File: config.mk
export PLATFORM = sky130hd
export DESIGN_NAME = spi_frame_sender
export DESIGN_NICKNAME = d
export VERILOG_FILES = /design/src/rtl/spi_frame_sender.sv
export SDC_FILE = /design/constraint.sdc
export NUM_CORES = 1
export LEC_CHECK = 0
export CELL_PAD_IN_SITES_DETAIL_PLACEMENT = 1
export CELL_PAD_IN_SITES_GLOBAL_PLACEMENT = 2
export CORE_ASPECT_RATIO = 1.2
export CORE_UTILIZATION = 28
export CTS_BUF_LIST = sky130_fd_sc_hd__clkbuf_16
export DETAILED_ROUTE_END_ITERATION = 10
export PLACE_DENSITY = 0.71
export SLEW_MARGIN = 10
export SYNTH_ARGS = -nofsm -noshare
export SYNTH_HDL_FRONTEND = slang
export SYNTH_SLANG_ARGS = --single-unit
export TNS_END_PERCENT = 20
File: constraint.sdc
create_clock -name clock -period 3 [get_ports clock]
set_input_delay 0.45 -clock clock [delete_from_list [all_inputs] [get_ports clock]]
set_output_delay 0.45 -clock clock [all_outputs]
set_load 0.01 [all_outputs]
File: src/rtl/spi_frame_sender.sv
`default_nettype none
// +----------------------------------------------------------------------------+
// | spi_frame_sender                                                           |
// | Mode-0 SPI master: one command byte plus a counted, flow-controlled        |
// | payload stream inside a single chip-select window.                         |
// | Revision: 1.0                                                              |
// +----------------------------------------------------------------------------+
module spi_frame_sender #(
    parameter int CLK_DIV  = 4,
    parameter int CS_SETUP = 2,
    parameter int CS_HOLD  = 2
) (
    input  logic        clock,
    input  logic        reset,
    input  logic        start,
    input  logic [7:0]  command,
    input  logic [15:0] length,
    input  logic        data_valid,
    input  logic [7:0]  data,
    output logic        data_ready,
    output logic        busy,
    output logic        done,
    output logic        spi_clk,
    output logic        spi_mosi,
    output logic        spi_cs
);

    // One shared counter serves the setup, SCK-phase and hold intervals.
    localparam int c_MAXC = (CLK_DIV > CS_SETUP)
                          ? ((CLK_DIV  > CS_HOLD) ? CLK_DIV  : CS_HOLD)
                          : ((CS_SETUP > CS_HOLD) ? CS_SETUP : CS_HOLD);
    localparam int c_CW = $clog2(c_MAXC + 1);
    localparam logic [c_CW-1:0] c_DIV_LAST   = c_CW'(CLK_DIV - 1);
    localparam logic [c_CW-1:0] c_SETUP_LAST = c_CW'(CS_SETUP - 1);
    localparam logic [c_CW-1:0] c_HOLD_LAST  = c_CW'(CS_HOLD - 1);

    typedef enum logic [2:0] {
        ST_IDLE  = 3'd0,
        ST_SETUP = 3'd1,
        ST_SHIFT = 3'd2,
        ST_LOAD  = 3'd3,
        ST_HOLD  = 3'd4
    } state_t;

    state_t          r_state;
    logic [c_CW-1:0] r_cnt;
    logic [2:0]      r_bit;
    logic [15:0]     r_remaining;
    logic [7:0]      r_shift;
    logic            r_sck;
    logic            r_mosi;
    logic            r_cs;
    logic            r_busy;
    logic            r_done;
    logic            r_ready;
    logic            w_phase_end;

    assign w_phase_end = (r_cnt == c_DIV_LAST);

    always_ff @(posedge clock) begin
        if (reset) begin
            r_state     <= ST_IDLE;
            r_cnt       <= '0;
            r_bit       <= 3'd0;
            r_remaining <= 16'd0;
            r_shift     <= 8'd0;
            r_sck       <= 1'b0;
            r_mosi      <= 1'b0;
            r_cs        <= 1'b1;
            r_busy      <= 1'b0;
            r_done      <= 1'b0;
            r_ready     <= 1'b0;
        end else begin
            r_done <= 1'b0;
            case (r_state)
                ST_IDLE: begin
                    if (start) begin
                        r_state     <= ST_SETUP;
                        r_shift     <= command;
                        r_remaining <= length;
                        r_cs        <= 1'b0;
                        r_busy      <= 1'b1;
                        r_cnt       <= '0;
                    end
                end
                ST_SETUP: begin
                    if (r_cnt == c_SETUP_LAST) begin
                        r_state <= ST_SHIFT;
                        r_cnt   <= '0;
                        r_bit   <= 3'd7;
                        r_mosi  <= r_shift[7];
                    end else begin
                        r_cnt <= r_cnt + 1'b1;
                    end
                end
                ST_SHIFT: begin
                    if (!w_phase_end) begin
                        r_cnt <= r_cnt + 1'b1;
                    end else begin
                        r_cnt <= '0;
                        if (!r_sck) begin
                            r_sck <= 1'b1;
                        end else begin
                            r_sck <= 1'b0;
                            if (r_bit != 3'd0) begin
                                // Next bit is presented at the start of its low phase.
                                r_bit   <= r_bit - 3'd1;
                                r_shift <= {r_shift[6:0], 1'b0};
                                r_mosi  <= r_shift[6];
                            end else if (r_remaining != 16'd0) begin
                                r_state <= ST_LOAD;
                                r_ready <= 1'b1;
                            end else begin
                                r_state <= ST_HOLD;
                                r_cs    <= 1'b1;
                                r_done  <= 1'b1;
                            end
                        end
                    end
                end
                ST_LOAD: begin
                    // SCK is parked low here, so an empty source simply stretches the frame.
                    if (data_valid && r_ready) begin
                        r_state     <= ST_SHIFT;
                        r_ready     <= 1'b0;
                        r_shift     <= data;
                        r_mosi      <= data[7];
                        r_remaining <= r_remaining - 16'd1;
                        r_bit       <= 3'd7;
                        r_cnt       <= '0;
                    end
                end
                ST_HOLD: begin
                    if (r_cnt == c_HOLD_LAST) begin
                        r_state <= ST_IDLE;
                        r_busy  <= 1'b0;
                        r_mosi  <= 1'b0;
                        r_cnt   <= '0;
                    end else begin
                        r_cnt <= r_cnt + 1'b1;
                    end
                end
                default: begin
                    r_state <= ST_IDLE;
                end
            endcase
        end
    end

    assign data_ready = r_ready;
    assign busy       = r_busy;
    assign done       = r_done;
    assign spi_clk    = r_sck;
    assign spi_mosi   = r_mosi;
    assign spi_cs     = r_cs;

endmodule
`default_nettype wire

==> run metrics, run 1 <==
DIE WIDTH 84.8 microns; period utilization 0.765; Max Cap Viol 0; Setup-failing EPs final 0; total routing usage reported by global routing 0.169; Warnings, synthesis 0; clock skew between 2 and 2.5 ps; met3 Use GR 0.0285; hold buffer count at CTS 0; Buf/Inv on CP 0; DRC violations left 1; final std cells w/o fill ~430; Detailed Route Iter0 Violations 82; Crit path depth 5; share of cells above drive strength 1 0.0804; io pins 42; # rows 35; R2R Path Start r_remaining[7]; Wirelength per Cell 15.7 microns; met2 Use GR 0.300; first-pass GRT wire length 11600 microns; pre-CTS setup slack 505 ps; Worst Path Required between 3000 and 4000 ps; Post-Syn Area 2300 sq um; Critical Path, Cell by Cell or4_4 -> or2_1 -> or3_4 -> or3_1 -> a21oi_1; failing checks design-rule violations; Main synth FF type dfxtp_1; reg2reg setup slack 700 ps; Max FO, Critical Path 8; Critical path origin r_remaining[7]; Clock Latency Late Sink 280 ps; clk sink count 39; Synth Area per Inst 7.77 sq um; GRT Max-Usage Layer met2; Syn-to-layout area delta 28.6%; fmax 436 MHz; Yosys reg bits 39; fin. max-slew vios 0; initial antenna violation count 0; routability cong. 0.758; clock buffer depth 2; average vias per placed instance 5.38; overall power roughly 1.7 mW; crit path time final around 2300 ps; clock-pin slew on the worst setup and hold paths 60 ps; CTS tree built; Hold Fails Final Rpt 0; CP endpoint kind flop; Starting Density 0.294; core area 7840 sq um; CP max stage cell or4_4; Port Buffers slightly above 40; largest net degree at the start of global routing 27; fillers 931; Routed Wire Length 6720 microns; Static Leak 1.12 nW; vias 2301; CP delay by family, top simple AND/OR/NAND/NOR gates; Unique masters post-synth 54; final worst slack 705 ps; PostCTS Resize Cnt 0; power per cell area 572 nW/um^2; Hold/Removal Path Class flop to flop; status finished, violations left; Gate Count Post-Synth 296; Worst-Margin Slew around 820 ps; vias in the first global route 2304; Die Span Y just over 100 microns; number of antenna cells inserted 0; Placed Cells between 400 and 500; H-tree depth 2; post-synthesis sequential area ratio 0.339; Worst setup endpoint r_state[2]; First-pass DRT Iterations 9; setup total negative slack 0 ps; Setup Fix Bufs, Post-CTS 0; R2R depth 5; async set or reset register ratio after synthesis 0; relative slew slack 0.449; Post-layout nets 379; RSZ-0062 raised after global routing no; Detail Placement HPWL 4930 microns; reg2reg end r_state[2]; Syn Nets 340; EDFF count, synth 0; critical path arrival 2510 ps; die area 8590 sq um; Crit Path Class flop to flop; Worst Setup Start Kind flop; Max stage delay on crit path around 560 ps; post-route ant nets 0; root buf cell clkbuf_16; peak supply drop approximately 220 uV; total CTS buffers 5; met1 GRT Util 0.209; grt total ovfl 0
-- stage by stage --
step | hold slack (ps) | utilization | area (sq um)
final | 471 | 0.377 | 2960
after global routing | 499 | 0.377 | 2960
after CTS | 473 | 0.377 | 2960
after detailed placement | 463 | 0.360 | 2820
after global placement | 452 | 0.360 | 2820
after floorplan | 437 | - | 2300
-- synth_stat cells (2+ instances only) --
cell type / number / share of area
dfxtp_1: 39 / 0.34
nor2_1: 39 / 0.064
nand2_1: 33 / 0.054
a21oi_1: 24 / 0.052
o21ai_0: 22 / 0.048
clkbuf_1: 15 / 0.024
mux2i_1: 14 / 0.061
inv_1: 10 / 0.016
ha_1: 8 / 0.044
nor3_1: 6 / 0.013
a211oi_1: 5 / 0.016
nand3_1: 5 / 0.011
nand4_1: 4 / 0.011
nor4_1: 4 / 0.011
a21o_1: 3 / 0.0098
a32o_1: 3 / 0.013
and3_1: 3 / 0.0082
nand2b_1: 3 / 0.0082
o211ai_1: 3 / 0.0098
o31ai_1: 3 / 0.0098
or2_2: 3 / 0.0082
or3b_2: 3 / 0.011
a211o_1: 2 / 0.0076
a22o_1: 2 / 0.0076
a22oi_1: 2 / 0.0065
a2bb2oi_1: 2 / 0.0076
a311oi_1: 2 / 0.0076
a31oi_1: 2 / 0.0054
buf_1: 2 / 0.0033
nor2b_1: 2 / 0.0054
o311ai_0: 2 / 0.0076
o41ai_1: 2 / 0.0076
or3_1: 2 / 0.0054
or4_1: 2 / 0.0065
-- cells in the final DEF (no fill, tap or decap), drive strengths merged, types with 4 or more instances in the layout --
cell type	n
nand3	5
dfxtp	39
mux2i	14
ha	8
nor2	39
nand4	4
buf	9
inv	10
nor4	4
nor3	6
o21ai	23
a21oi	24
clkdlybuf4s50	41
nand2	33
clkbuf	5
or2	4
a211oi	5
-- kinds of logic after synthesis --
| logic type | count (synthesis) | synth area share |
|---|---|---|
| AO/OA/AOI/OAI | 88 | 0.251 |
| XOR/XNOR | 2 | 0.00761 |
| buffers and inverters | 28 | 0.0489 |
| AND/OR/NAND/NOR | 116 | 0.244 |
| adder cells (fa/ha/maj) | 8 | 0.0435 |
| flip-flops | 39 | 0.339 |
| multiplexers | 15 | 0.0658 |
-- worst min-delay path by stage --
stage | from | to | slack (ps) | depth (start not counted)
floorplan | r_bit[0] | r_bit[0] | 440 | 1
global placement | r_bit[2] | r_bit[2] | 450 | 1
detailed placement | r_bit[0] | r_bit[0] | 460 | 1
CTS | r_bit[0] | r_bit[0] | 470 | 1
global route | r_bit[0] | r_bit[0] | 500 | 1
finish | r_bit[0] | r_bit[0] | 470 | 1
-- routing by layer --
layer / vias to the layer above / wire (microns)
met5: - / 0
met3: 13 / 183
met1: 1083 / 3200
met2: 46 / 3190
li1: 1159 / -
met4: 0 / 144
-- report_power, final --
group | internal [mW] | switching [mW] | total [mW]
registers | 0.578 | 0.0612 | 0.640
logic | 0.241 | 0.294 | 0.535
clock network | 0.303 | 0.214 | 0.517
total | 1.12 | 0.568 | 1.69
-- worst reg2reg max path, delay by kind of cell (launching register included) --
| kind | cells | cell delay [ps] |
|---|---|---|
| AND/OR/NAND/NOR | 4 | 1710 |
| flip-flops | 1 | 370 |
| AO/OA/AOI/OAI | 1 | 140 |
-- registers in the layout, indices dropped and copies added, names as in the netlist --
name	count
busy	1
data_ready	1
done	1
r_bit	3
r_cnt	3
r_remaining	16
r_shift	8
r_state	3
spi_clk	1
spi_cs	1
spi_mosi	1
-- final cells by class --
type	instances	area (sq um)	share of cell area
multi-input combinational	229	1410	0.476
sequential	39	781	0.264
timing repair buffer	50	478	0.162
clock buffer	5	125	0.0423
tap	92	115	0.0389
inverter	10	37.5	0.0127
clock inverter	3	15.0	0.00507
Power figures use the tool's default switching activity.
==> inputs of run 2 (changes only) <==
--- a/config.mk
+++ b/config.mk
@@ -8,7 +8,7 @@
 export CELL_PAD_IN_SITES_DETAIL_PLACEMENT = 1
 export CELL_PAD_IN_SITES_GLOBAL_PLACEMENT = 2
 export CORE_ASPECT_RATIO = 1.2
-export CORE_UTILIZATION = 28
+export CORE_UTILIZATION = 27
 export CTS_BUF_LIST = sky130_fd_sc_hd__clkbuf_16
 export DETAILED_ROUTE_END_ITERATION = 10
 export PLACE_DENSITY = 0.71
==> constraint.sdc (replaced) <==
create_clock -name clock -period 2 [get_ports clock]
set_input_delay 0.3 -clock clock [delete_from_list [all_inputs] [get_ports clock]]
set_output_delay 0.3 -clock clock [all_outputs]
set_load 0.01 [all_outputs]
==> run 2 against run 1 <==
Net effect:
- the flow now finishes without violations
- non-clock buffer count rose by 30
- clock power up 52%
- die area grew 3.6%
- clock skew up 3.7 ps
- hold slack hardly changed
- flip-flop and latch count did not move
- final cell count is 12% higher
- worst setup slack worse by 680 ps
- utilization increased by 2.3 points
- routed wire length increased by 7.9%
- critical path depth unchanged
- fmax up 16%
- critical endpoint unchanged
==> run metrics, run 2 (same netlist as run 1, synthesis figures left out) <==
status finished, final reports clean (was finished, violations left); Max FO, Critical Path 4 (was 8); clock-pin slew on the worst setup and hold paths 60 ps (about the same); Setup-failing EPs final 0 (unchanged); setup total negative slack 0 ps (unchanged); Routed Wire Length 7250 microns (was 6720 microns); hold worst-path end r_bit[0] (unchanged); Detailed Route Iter0 Violations 76 (was 82); crit path time final 1970 ps (was 2300 ps); Worst Setup Start Kind flop (unchanged); fin. max-slew vios 0 (unchanged); commonest cells after routing, fill and taps aside clkdlybuf4s50_1, nor2_1, dfxtp_1, buf_4, nand2_1 (was clkdlybuf4s50_1, nor2_1, dfxtp_1); clock buffer depth 2 (unchanged); Static Leak 1.29 nW (was 1.12 nW); Wirelength per Cell 15.1 microns (was 15.7 microns); total CTS buffers 5 (unchanged); biggest regs r_remaining: 16 flops, r_shift: 8 flops (unchanged); Post-DP Area 3110 sq um (was 2820 sq um); First-pass DRT Iterations 4 (was 9); Worst-Margin Slew 530 ps (was 816 ps); share of cells above drive strength 1 0.180 (was 0.0804); DIE WIDTH 86.3 microns (was 84.8 microns); pre-CTS setup slack -179 ps (was 505 ps); Critical Path, Cell by Cell or4_4 -> or2_4 -> or3_4 -> or3_1 -> a21oi_1 (was or4_4 -> or2_1 -> or3_4 -> or3_1 -> a21oi_1); met2 Use GR 0.338 (was 0.300); peak supply drop 355 uV (was 218 uV); Worst Path Required 2210 ps (was 3220 ps); Hold Fails Final Rpt 0 (unchanged); reg2reg end r_state[2] (unchanged); worst hold start r_bit[0] (unchanged); post-route ant nets 0 (unchanged); initial antenna violation count 0 (unchanged); number of antenna cells inserted 0 (unchanged); Clock Latency Late Sink 280 ps (about the same); CP endpoint kind flop (unchanged); Syn-to-layout area delta 42.5% (was 28.6%); R2R Path Start r_remaining[10] (was r_remaining[7]); Max Cap Viol 0 (unchanged); grt total ovfl 0 (unchanged); design area 3280 sq um (was 2960 sq um); clock skew 5.70 ps (was 2.05 ps); CP max stage cell or4_4 (unchanged); clk sink count 39 (unchanged); Setup Fix Bufs, Post-CTS 0 (unchanged); Post-layout nets 409 (was 379); die area 8900 sq um (was 8590 sq um); final worst slack 28.0 ps (was 705 ps); vias in the first global route 2524 (was 2304); io pins 42 (unchanged); Largest register FFs 16 (unchanged); relative slew slack 0.641 (was 0.449); vias 2431 (was 2301); Buf/Inv on CP 0 (unchanged); Max stage delay on crit path 540 ps (was 560 ps); period utilization 0.986 (was 0.765); H-tree depth 2 (unchanged); GRT Max-Usage Layer met2 (unchanged); routability cong. 0.796 (was 0.758); Crit path depth 5 (unchanged); most common cell after layout, fill and taps aside clkdlybuf4s50_1 (unchanged); Worst Hold Depth 1 (unchanged); hold buffer count at CTS 0 (unchanged); Top reg by flops r_remaining (unchanged); met3 Use GR 0.0240 (was 0.0285); critical path arrival 2190 ps (was 2510 ps); # rows 36 (was 35); Detail Placement HPWL 5450 microns (was 4930 microns); Hold/Removal Path Class flop to flop (unchanged); met1 GRT Util 0.199 (was 0.209); largest net degree at the start of global routing 27 (unchanged); Starting Density 0.281 (was 0.294); total routing usage reported by global routing 0.175 (was 0.169); Crit Path Class flop to flop (unchanged); fmax 507 MHz (was 436 MHz); root buf cell clkbuf_16 (unchanged); core area 8200 sq um (was 7840 sq um); DRC violations left 0 (was 1); CTS tree built (unchanged); fillers 1011 (was 931); RSZ-0062 raised after global routing yes (was no); average vias per placed instance 5.06 (was 5.38); reg2reg setup slack 30 ps (was 700 ps); power per cell area 838 nW/um^2 (was 572 nW/um^2); overall power 2.75 mW (was 1.69 mW); Port Buffers 41 (unchanged); Die Span Y 103 microns (was 101 microns); first-pass GRT wire length 12200 microns (was 11600 microns); R2R depth 5 (unchanged); CP delay by family, top simple AND/OR/NAND/NOR gates (unchanged)
## run 2: worst max-delay path by stage
stage,startpoint,end
5_1_grt,r_cnt[0],r_state[0]
3_3_place_gp,start,r_remaining[3]
3_5_place_dp,start,r_remaining[3]
4_1_cts,r_remaining[10],r_state[2]
6_report,r_remaining[10],r_state[2]
2_1_floorplan,r_remaining[8],r_state[2]
## run 2: power breakdown
group / switching [mW] / total (mW) / internal (mW) / leakage, nW
Clock: 0.328 / 0.784 / 0.456 / 0.0733
Combinational: 0.502 / 1.02 / 0.514 / 0.896
Sequential: 0.0783 / 0.947 / 0.869 / 0.321
## run 2: area by class of cell
class	count	area, sq um	share of cell area
inverter	10	37.5	0.0114
clock inverter	3	15.0	0.00458
multi-input combinational	229	1430	0.437
clock buffer	5	125	0.0382
sequential	39	785	0.239
timing repair buffer	80	741	0.226
tap	114	143	0.0435
## run 2: stage by stage
step | instances | utilization | hold slack, ps
after floorplan | 296 | - | 437
after CTS | 480 | 0.398 | 478
after global placement | 472 | 0.380 | 454
after global routing | 480 | 0.400 | 500
after detailed placement | 472 | 0.380 | 466
final | 480 | 0.400 | 471
## run 2: worst reg2reg max path, delay by kind of cell, from the launching register on
family / cells / cell delay (ps)
AND/OR/NAND/NOR: 4 / 1460
flip-flops: 1 / 310
AO/OA/AOI/OAI: 1 / 130
## run 2: what timing repair did
item,in CTS,in global routing
endpoints found under the hold margin,0,0
resized for setup,2,8
gates cloned,0,0
pin swaps,0,2
setup endpoints to repair,2,14
## run 2: layer usage
metal	wire length, microns	share of wire	up-vias
met2	3690	0.51	37
met3	178	0.025	11
met1	3260	0.45	1170
met5	0	0	-
met4	129	0.018	0
li1	-	-	1213
